File: src/rtl/fb_pkg.sv
// Shared framebuffer definitions: default geometry, pixel width, coordinate width
// and the write-arbiter state encoding.
package fb_pkg;

  localparam int H_RES = 640;
  localparam int V_RES = 480;
  localparam int DW    = 8;
  localparam int CW    = 10;

  typedef enum logic {
    ST_ARB   = 1'b0,
    ST_CLEAR = 1'b1
  } fb_state_e;

  // True when (x, y) addresses a pixel inside an h-by-v frame.
  function automatic logic in_frame(input logic [CW-1:0] x, input logic [CW-1:0] y,
                                    input int h, input int v);
    return (int'(x) < h) && (int'(y) < v);
  endfunction

endpackage

File: src/rtl/fb_sweep_counter.sv
// Raster-order pixel counter for the clear sweep: x advances fastest, y on x wrap,
// with a flag marking the final pixel of the frame.
module fb_sweep_counter import fb_pkg::*; #(
  parameter int H_RES = fb_pkg::H_RES,
  parameter int V_RES = fb_pkg::V_RES
) (
  input  logic          clk,
  input  logic          reset,
  input  logic          restart,
  input  logic          en,
  output logic [CW-1:0] x,
  output logic [CW-1:0] y,
  output logic          last
);

  localparam logic [CW-1:0] X_MAX = CW'(H_RES - 1);
  localparam logic [CW-1:0] Y_MAX = CW'(V_RES - 1);

  assign last = (x == X_MAX) && (y == Y_MAX);

  // NOTE: sequential state uses non-blocking assignments so every flop samples
  // the pre-edge values; blocking here would create order-dependent races.
  always_ff @(posedge clk or posedge reset) begin
    if (reset) begin
      x <= '0;
      y <= '0;
    end else if (restart) begin
      x <= '0;
      y <= '0;
    end else if (en) begin
      if (x == X_MAX) begin
        x <= '0;
        y <= last ? '0 : y + 1'b1;
      end else begin
        x <= x + 1'b1;
      end
    end
  end

endmodule

File: src/rtl/fb_write_arbiter.sv
// Arbitrates two pixel-write channels onto the framebuffer's single write port,
// with a full-frame clear sweep that pre-empts both channels.
module fb_write_arbiter import fb_pkg::*; #(
  parameter int H_RES = fb_pkg::H_RES,
  parameter int V_RES = fb_pkg::V_RES,
  parameter int DW    = fb_pkg::DW
) (
  input  logic          clk,
  input  logic          reset,
  input  logic          ch1_req,
  input  logic [CW-1:0] ch1_x,
  input  logic [CW-1:0] ch1_y,
  input  logic [DW-1:0] ch1_data,
  input  logic          ch2_req,
  input  logic [CW-1:0] ch2_x,
  input  logic [CW-1:0] ch2_y,
  input  logic [DW-1:0] ch2_data,
  output logic          ch1_grant,
  output logic          ch2_grant,
  input  logic          clear_start,
  input  logic [DW-1:0] clear_color,
  output logic          clear_busy,
  output logic          clear_done,
  output logic          drop,
  output logic          mem_we,
  output logic [CW-1:0] mem_x,
  output logic [CW-1:0] mem_y,
  output logic [DW-1:0] mem_data
);

  fb_state_e     state_q, state_d;
  logic          prefer_ch2_q;
  logic          sweep_end_q;
  logic          start_clear;
  logic          sweep_en;
  logic          sweep_last;
  logic [CW-1:0] sweep_x, sweep_y;
  logic [CW-1:0] sel_x, sel_y;
  logic [DW-1:0] sel_data;
  logic [DW-1:0] color_q;

  fb_sweep_counter #(.H_RES(H_RES), .V_RES(V_RES)) u_sweep (
    .clk     (clk),
    .reset   (reset),
    .restart (start_clear),
    .en      (sweep_en),
    .x       (sweep_x),
    .y       (sweep_y),
    .last    (sweep_last)
  );

  // sweep_end_q marks the drain cycle: the last clear write is on the bus and
  // the counter must not advance again.
  assign sweep_en   = (state_q == ST_CLEAR) && !sweep_end_q;
  assign clear_busy = (state_q == ST_CLEAR);

  // NOTE: every output of this block gets a default first, so no path leaves a
  // variable unassigned and no latch is inferred.
  always_comb begin
    state_d     = state_q;
    ch1_grant   = 1'b0;
    ch2_grant   = 1'b0;
    start_clear = 1'b0;
    case (state_q)
      ST_ARB: begin
        if (clear_start) begin
          start_clear = 1'b1;
          state_d     = ST_CLEAR;
        end else if (ch1_req && (!ch2_req || !prefer_ch2_q)) begin
          ch1_grant = 1'b1;
        end else if (ch2_req) begin
          ch2_grant = 1'b1;
        end
      end
      ST_CLEAR: begin
        if (sweep_end_q) state_d = ST_ARB;
      end
      default: state_d = ST_ARB;
    endcase
  end

  assign sel_x    = ch2_grant ? ch2_x    : ch1_x;
  assign sel_y    = ch2_grant ? ch2_y    : ch1_y;
  assign sel_data = ch2_grant ? ch2_data : ch1_data;

  always_ff @(posedge clk or posedge reset) begin
    if (reset) begin
      state_q      <= ST_ARB;
      prefer_ch2_q <= 1'b0;
      sweep_end_q  <= 1'b0;
      color_q      <= '0;
      mem_we       <= 1'b0;
      mem_x        <= '0;
      mem_y        <= '0;
      mem_data     <= '0;
      drop         <= 1'b0;
      clear_done   <= 1'b0;
    end else begin
      state_q    <= state_d;
      mem_we     <= 1'b0;
      drop       <= 1'b0;
      clear_done <= (state_q == ST_CLEAR) && sweep_end_q;

      if (start_clear) color_q <= clear_color;

      if (sweep_en) begin
        sweep_end_q <= sweep_last;
        mem_we      <= 1'b1;
        mem_x       <= sweep_x;
        mem_y       <= sweep_y;
        mem_data    <= color_q;
      end else if (sweep_end_q) begin
        sweep_end_q <= 1'b0;
      end

      // Out-of-frame requests are still consumed; they only suppress the write.
      if (ch1_grant || ch2_grant) begin
        prefer_ch2_q <= ch1_grant;
        if (in_frame(sel_x, sel_y, H_RES, V_RES)) begin
          mem_we   <= 1'b1;
          mem_x    <= sel_x;
          mem_y    <= sel_y;
          mem_data <= sel_data;
        end else begin
          drop <= 1'b1;
        end
      end
    end
  end

endmodule

File: config.mk
export PLATFORM = sky130hd
export DESIGN_NAME = fb_write_arbiter
export DESIGN_NICKNAME = d
export VERILOG_FILES = /design/src/rtl/fb_pkg.sv /design/src/rtl/fb_sweep_counter.sv /design/src/rtl/fb_write_arbiter.sv
export SDC_FILE = /design/constraint.sdc
export NUM_CORES = 1
export LEC_CHECK = 0
export ABC_CLOCK_PERIOD_IN_PS = 2300
export BUFFER_PORTS_ARGS = -buffer_cell sky130_fd_sc_hd__buf_4
export CORE_ASPECT_RATIO = 1.25
export CORE_MARGIN = 1.5
export CORE_UTILIZATION = 45
export CTS_CLUSTER_DIAMETER = 120
export CTS_CLUSTER_SIZE = 8
export DETAILED_ROUTE_END_ITERATION = 8
export PLACE_DENSITY = 0.75
export SLEW_MARGIN = 15
export SYNTH_ARGS = -nofsm -noshare
export SYNTH_HDL_FRONTEND = slang
export SYNTH_SLANG_ARGS = --single-unit
export TNS_END_PERCENT = 1
File: constraint.sdc
create_clock -name clk -period 2.3 [get_ports clk]
set_clock_uncertainty 0.05 [all_clocks]
set_input_delay 0.23 -clock clk [delete_from_list [all_inputs] [get_ports clk]]
set_output_delay 0.23 -clock clk [all_outputs]
set_load 0.05 [all_outputs]
Word level (Yosys, flattened, before mapping)
Cells that the tools add are included.

$add $sub $neg: 2. Reduce and logical (&&, ||, !) cells: 13. $lt $le $gt $ge: 2. Eq/ne operators: 2. Bitwise gates (word level): 1. Muxes and demuxes: 36.

Operator list (number): $mux 10 (15); $mux 8 (4); $add 10x1->10 const B (2); $mux 1 (16); $eq 10x10->1 const B (1); $eq 10x9->1 const B (1); $lt 10x10->1 const B (1); $lt 10x9->1 const B (1); $logic_and 1x1->1 (5); $reduce_bool 2->1 (2); $logic_not 1->1 (3); $logic_or 1x1->1 (2); $pmux 1 s2 (1); $reduce_and 2->1 (1); $not 1->1 (1).

Flip-flop bits (word level): 62. Logic and storage cells: 68. Output and inout port bits: 34.

Depth between registers and ports, before layout
Word-level depth: 11. Mapped depth: 7.

Hierarchy
A second synthesis with hierarchy kept.

Cell total of the unflattened synthesis: 298. Area total of the unflattened synthesis: 3360.7 µm².

Modules (own cells, without submodules): fb_write_arbiter (area each 2214.6 µm², cells an instance 175, instances 1, seq. area each 1051.0 µm²); fb_sweep_counter (area each 1146.1 µm², cells an instance 123, instances 1, seq. area each 500.5 µm²).

Worst setup path before layout
Ideal clock, no wire load.

Path kind: register -> register. Start point: register state_q, in the netlist clear_busy. End point: register drop. Arrival time: 2013 ps. Cell stages (with the launch flop): 7. Library setup time: 121 ps. Path slack: 116 ps. Period minus slack after synthesis: 2184 ps. Cells stage by stage: dfrtp_1 > nor2_2 > nand3_1 > buf_2 > buf_2 > inv_1 > a22o_1.

Cells in the longest elaborated chain, start to end: 6. Elaborated cells between the ends (all ways): 10.

Ends and longest elaborated chain: from (decl) (line fb_write_arbiter.sv:31) `fb_state_e state_q, state_d;`; from (signal assigned) (line fb_write_arbiter.sv:99) `state_q <= state_d;`; $mux 1 * (line fb_write_arbiter.sv:64) `case (state_q)`; named net ch2_grant (line fb_write_arbiter.sv:19) `output logic ch2_grant,`; $mux 10 (on tied branches) (line fb_write_arbiter.sv:82, fb_write_arbiter.sv:83); $lt 10x10->1 / $lt 10x9->1 (equally long branches) (line fb_pkg.sv:18) `return (int'(x) < h) && (int'(y) < v);`; $logic_and 1x1->1 (line fb_pkg.sv:18); $mux 1 (line fb_write_arbiter.sv:119) `if (in_frame(sel_x, sel_y, H_RES, V_RES)) begin`; $mux 1 * (line fb_write_arbiter.sv:117) `if (ch1_grant || ch2_grant) begin`; to (signal assigned) (line fb_write_arbiter.sv:96) `drop <= 1'b0;`; to (signal assigned) (line fb_write_arbiter.sv:101) `drop <= 1'b0;`; to (signal assigned) (line fb_write_arbiter.sv:125) `drop <= 1'b1;`; to (decl) (line fb_write_arbiter.sv:24) `output logic drop,`.

Mark *: on every way through the listed nets, which the timed path passes. The rest lies on a longest branch. A chain may end at the register's enable or synchronous reset.

Worst setup path in the final report
Start point: register state_q, in the netlist clear_busy. End point: output port ch2_grant.

Cells in the longest elaborated chain, start to end: 1.

Ends and longest elaborated chain (line): $mux 1 (fb_write_arbiter.sv:64); to (decl) (fb_write_arbiter.sv:19).

No other way between the ends.

==> summary.txt <==
Synth
  • YS warnings: 0
  • Area share of the largest cell type after synthesis: a little under half
  • Synth Flop Type: dfrtp_1
  • Seq/Total Area, Yosys: between 40% and 50%
  • Mapped Area: about 3400 um2
  • Synth top area cells: dfrtp_1, mux2i_1, nand2_1
  • Post-synth EDFFs: 0
  • Average size of a mapped cell: 10.65 um2
  • Synthesis-stage register bit count: 62
  • Synth Net Count: slightly below 400
  • Yosys cell types: between 40 and 50
  • Syn Inst Count: ~320
  • Ys async rst share: between 90% and 100%
  • Synth area leader: dfrtp_1

Placement
  • Hpwl dp: 6063 um
  • Routability cong.: a little over 0.8
  • Port Buffer Count: 102

Clock network
  • CTS H-tree depth: 3
  • TritonCTS Buffers: 9
  • Post-CTS setup buffers: 0
  • Clk sinks: between 60 and 70
  • Clock root cell: clkbuf_8
  • Clock transition at the registers of the reported paths: about 0.060 ns
  • Clk Latency, worst-skew pair: about 0.34 ns
  • CTS tree: done
  • Max clock buf depth: 2

Power
  • Pleak: about 0.0021 uW
  • Clock share of power: between 20% and 30%
  • Pwr/cell area: around 790 nW/um2
  • Internal Dissipation: roughly 2300 uW
  • Gate power share: slightly below 30%
  • Switch Pwr: 1225 uW
  • Flop pwr share: 40.8%
  • Peak VDD IR: around 530 uV
  • Switching share of power: roughly a third

Layout
  • Fraction of layout cells with a size suffix above 1: 33.81%
  • N_diodes: 0
  • P&R area growth vs syn: 33.48%
  • Layout Utilization: about three fifths
  • Nets: 490

Setup path
  • Worst r2r src: u_sweep.y[0]
  • Worst EP required: between 2 and 2.5 ns
  • Peak fanout along the critical path: 14
  • Crit end category: output pin
  • Worst setup SP type: flop
  • Reg2Reg Setup Slack: approximately 0.18 ns
  • CP startpoint: clear_busy
  • R2R cell count: 5
  • RR Endpoint: u_sweep.y[3]
  • Critical path data arrival time: between 1.5 and 2 ns
  • Crit Path Class: flop to output pin
  • Worst setup path endpoint: ch2_grant

Timing
  • Final count of pins violating max slew: 0
  • Final worst path period share: between 90% and 100%
  • Unrepaired setup endpoints after global routing: no
  • Final number of setup-violating endpoints: 0
  • Final hold viol count: 0
  • Slew margin rel.: between 50% and 60%
  • Fin crit period: 2.191 ns
  • Max Fclk: around 460 MHz
  • Hold WS: around 0.033 ns
  • Setup TNS: 0 ns
  • Worst-Margin Slew: about 0.6 ns

Worst hold path
  • Cell count of the worst hold path: 3
  • Hold Crit Class: input pin to flop

Route
  • ANT nets after route: 0
  • 1st-pass router iterations: 4
  • Routed wire length: about 8300 um
  • Wire length per cell: about 16 um
  • Residual DRC count: 0
  • Vias per cell: 5.493
  • Via Count: between 2000 and 3000
  • DR iter-0 viols: 214

Flow run
  • Max-Cap Viols: 0

Die
  • Row count: 35
  • Die X: 80.46 um
  • DIE AREA: approximately 8000 um2
  • Ports: slightly above 100
  • Initial Utilization: 46.14%
  • Die H: between 90 and 100 um
  • Core area: 7313 um2

Global routing
  • Total congestion overflow: 0
  • Global-route wire length before repair: around 13000 um
  • Initial antenna violation count: 0
  • Number of global-route vias before repair: ~3000
  • All-Layer GR Usage: 21.92%
  • Largest net degree at the start of global routing: 63

Status
  • Status: finished clean
kinds of logic (layout without fill, tap and decap cells):
family                     after synthesis  in the layout  share of synthesized area [%]
adders and majority gates                2              2                         0.7414
buffers and inverters                   28            134                          3.819
DFF                                     62             62                          45.98
muxes                                   81             81                          24.03
AOI/OAI and AO/OA                       51             51                          10.86
xor gates and xnor gates                 3              3                         0.7788
and+or+nand+nor                         90             90                          13.79
metrics by stage:
step	area, um2	std cells	setup WS [ns]	power, uW
after floorplan	3374	317	0.1164	2148
after global placement	4267	499	-0.02256	2494
after detailed placement	4267	499	-0.08830	2530
after CTS	4504	515	0.09008	3600
after global routing	4504	515	0.008761	3744
final	4504	515	0.1087	3573
how the worst min path moves through the flow:
| stage | to | startpoint |
|---|---|---|
| floorplan | prefer_ch2_q | ch2_req |
| CTS | color_q[0] | clear_color[0] |
| detailed placement | color_q[6] | reset |
| finish | color_q[0] | clear_color[0] |
| global route | color_q[6] | clear_color[6] |
| global placement | mem_data[6] | reset |
placed cells by master, fill, tap and decap left out, types with 4 or more instances in the layout:
cell / synthesis / routed
inv_1: 7 / 6
nand2b_1: 6 / 5
o211ai_1: 5 / 5
a41oi_1: 4 / 4
dfrtp_1: 62 / 62
nand3_1: 8 / 7
mux2i_1: 81 / 81
clkbuf_8: 0 / 11
nor2_1: 11 / 11
nand2_1: 36 / 36
a21oi_1: 8 / 8
and2_1: 4 / 5
o21ai_0: 12 / 12
o31ai_1: 7 / 7
buf_4: 2 / 109
final cells by class:
class	instances	area (um2)
clock buffers	11	151.4
repair buffers	112	868.3
fillers	621	2809
flip-flops and latches	62	1551
inverters	7	26.28
multi-input cells	227	1722
well taps	92	115.1
clock inverters	4	70.07
registers in the layout, summed over array words and instances (netlist names), 8 cells and up:
register,cells
mem_y,10
u_sweep.x,10
u_sweep.y,10
color_q,8
mem_data,8
mem_x,10
cell usage after synthesis (4+ instances only):
master / number
nor2_1: 11
o31ai_1: 7
buf_2: 7
mux2i_1: 81
dfrtp_1: 62
a21oi_1: 8
nand2b_1: 6
nand2_1: 36
o21ai_0: 12
o211ai_1: 5
nand3_1: 8
a41oi_1: 4
inv_1: 7
clkbuf_1: 11
and2_1: 4
worst max-delay path: stages, from the launching register on:
cell and delay [ns]:
dfrtp_1 0.47, nor2_2 0.36, nand3_2 0.20, buf_4 0.25
inv_1 0.10, buf_4 0.20
per-layer routing:
layer  vias up  track usage [%]  part of all wire [%]
li1       1355                -                     -
met1      1371            25.35                    39
met2        88            39.04                    54
met3        15            4.455                   4.7
met4         0            8.886                   1.9
met5         -                0                     0
power by group through the flow:
stage / clock network, uW / registers [uW] / logic, uW
2_1_floorplan: 0 / 1770 / 380
3_3_place_gp: 0 / 1460 / 1030
3_5_place_dp: 0 / 1480 / 1060
4_1_cts: 1080 / 1460 / 1060
5_1_grt: 1120 / 1480 / 1140
6_report: 1060 / 1460 / 1050
what timing repair did:
item                                   4_1_cts  5_1_grt
hold buffers                                 1        0
resized for setup                            1        1
endpoints found under the hold margin       62        0
setup endpoints to repair                    6        8
No activity file was read; power rests on OpenSTA's default activity.
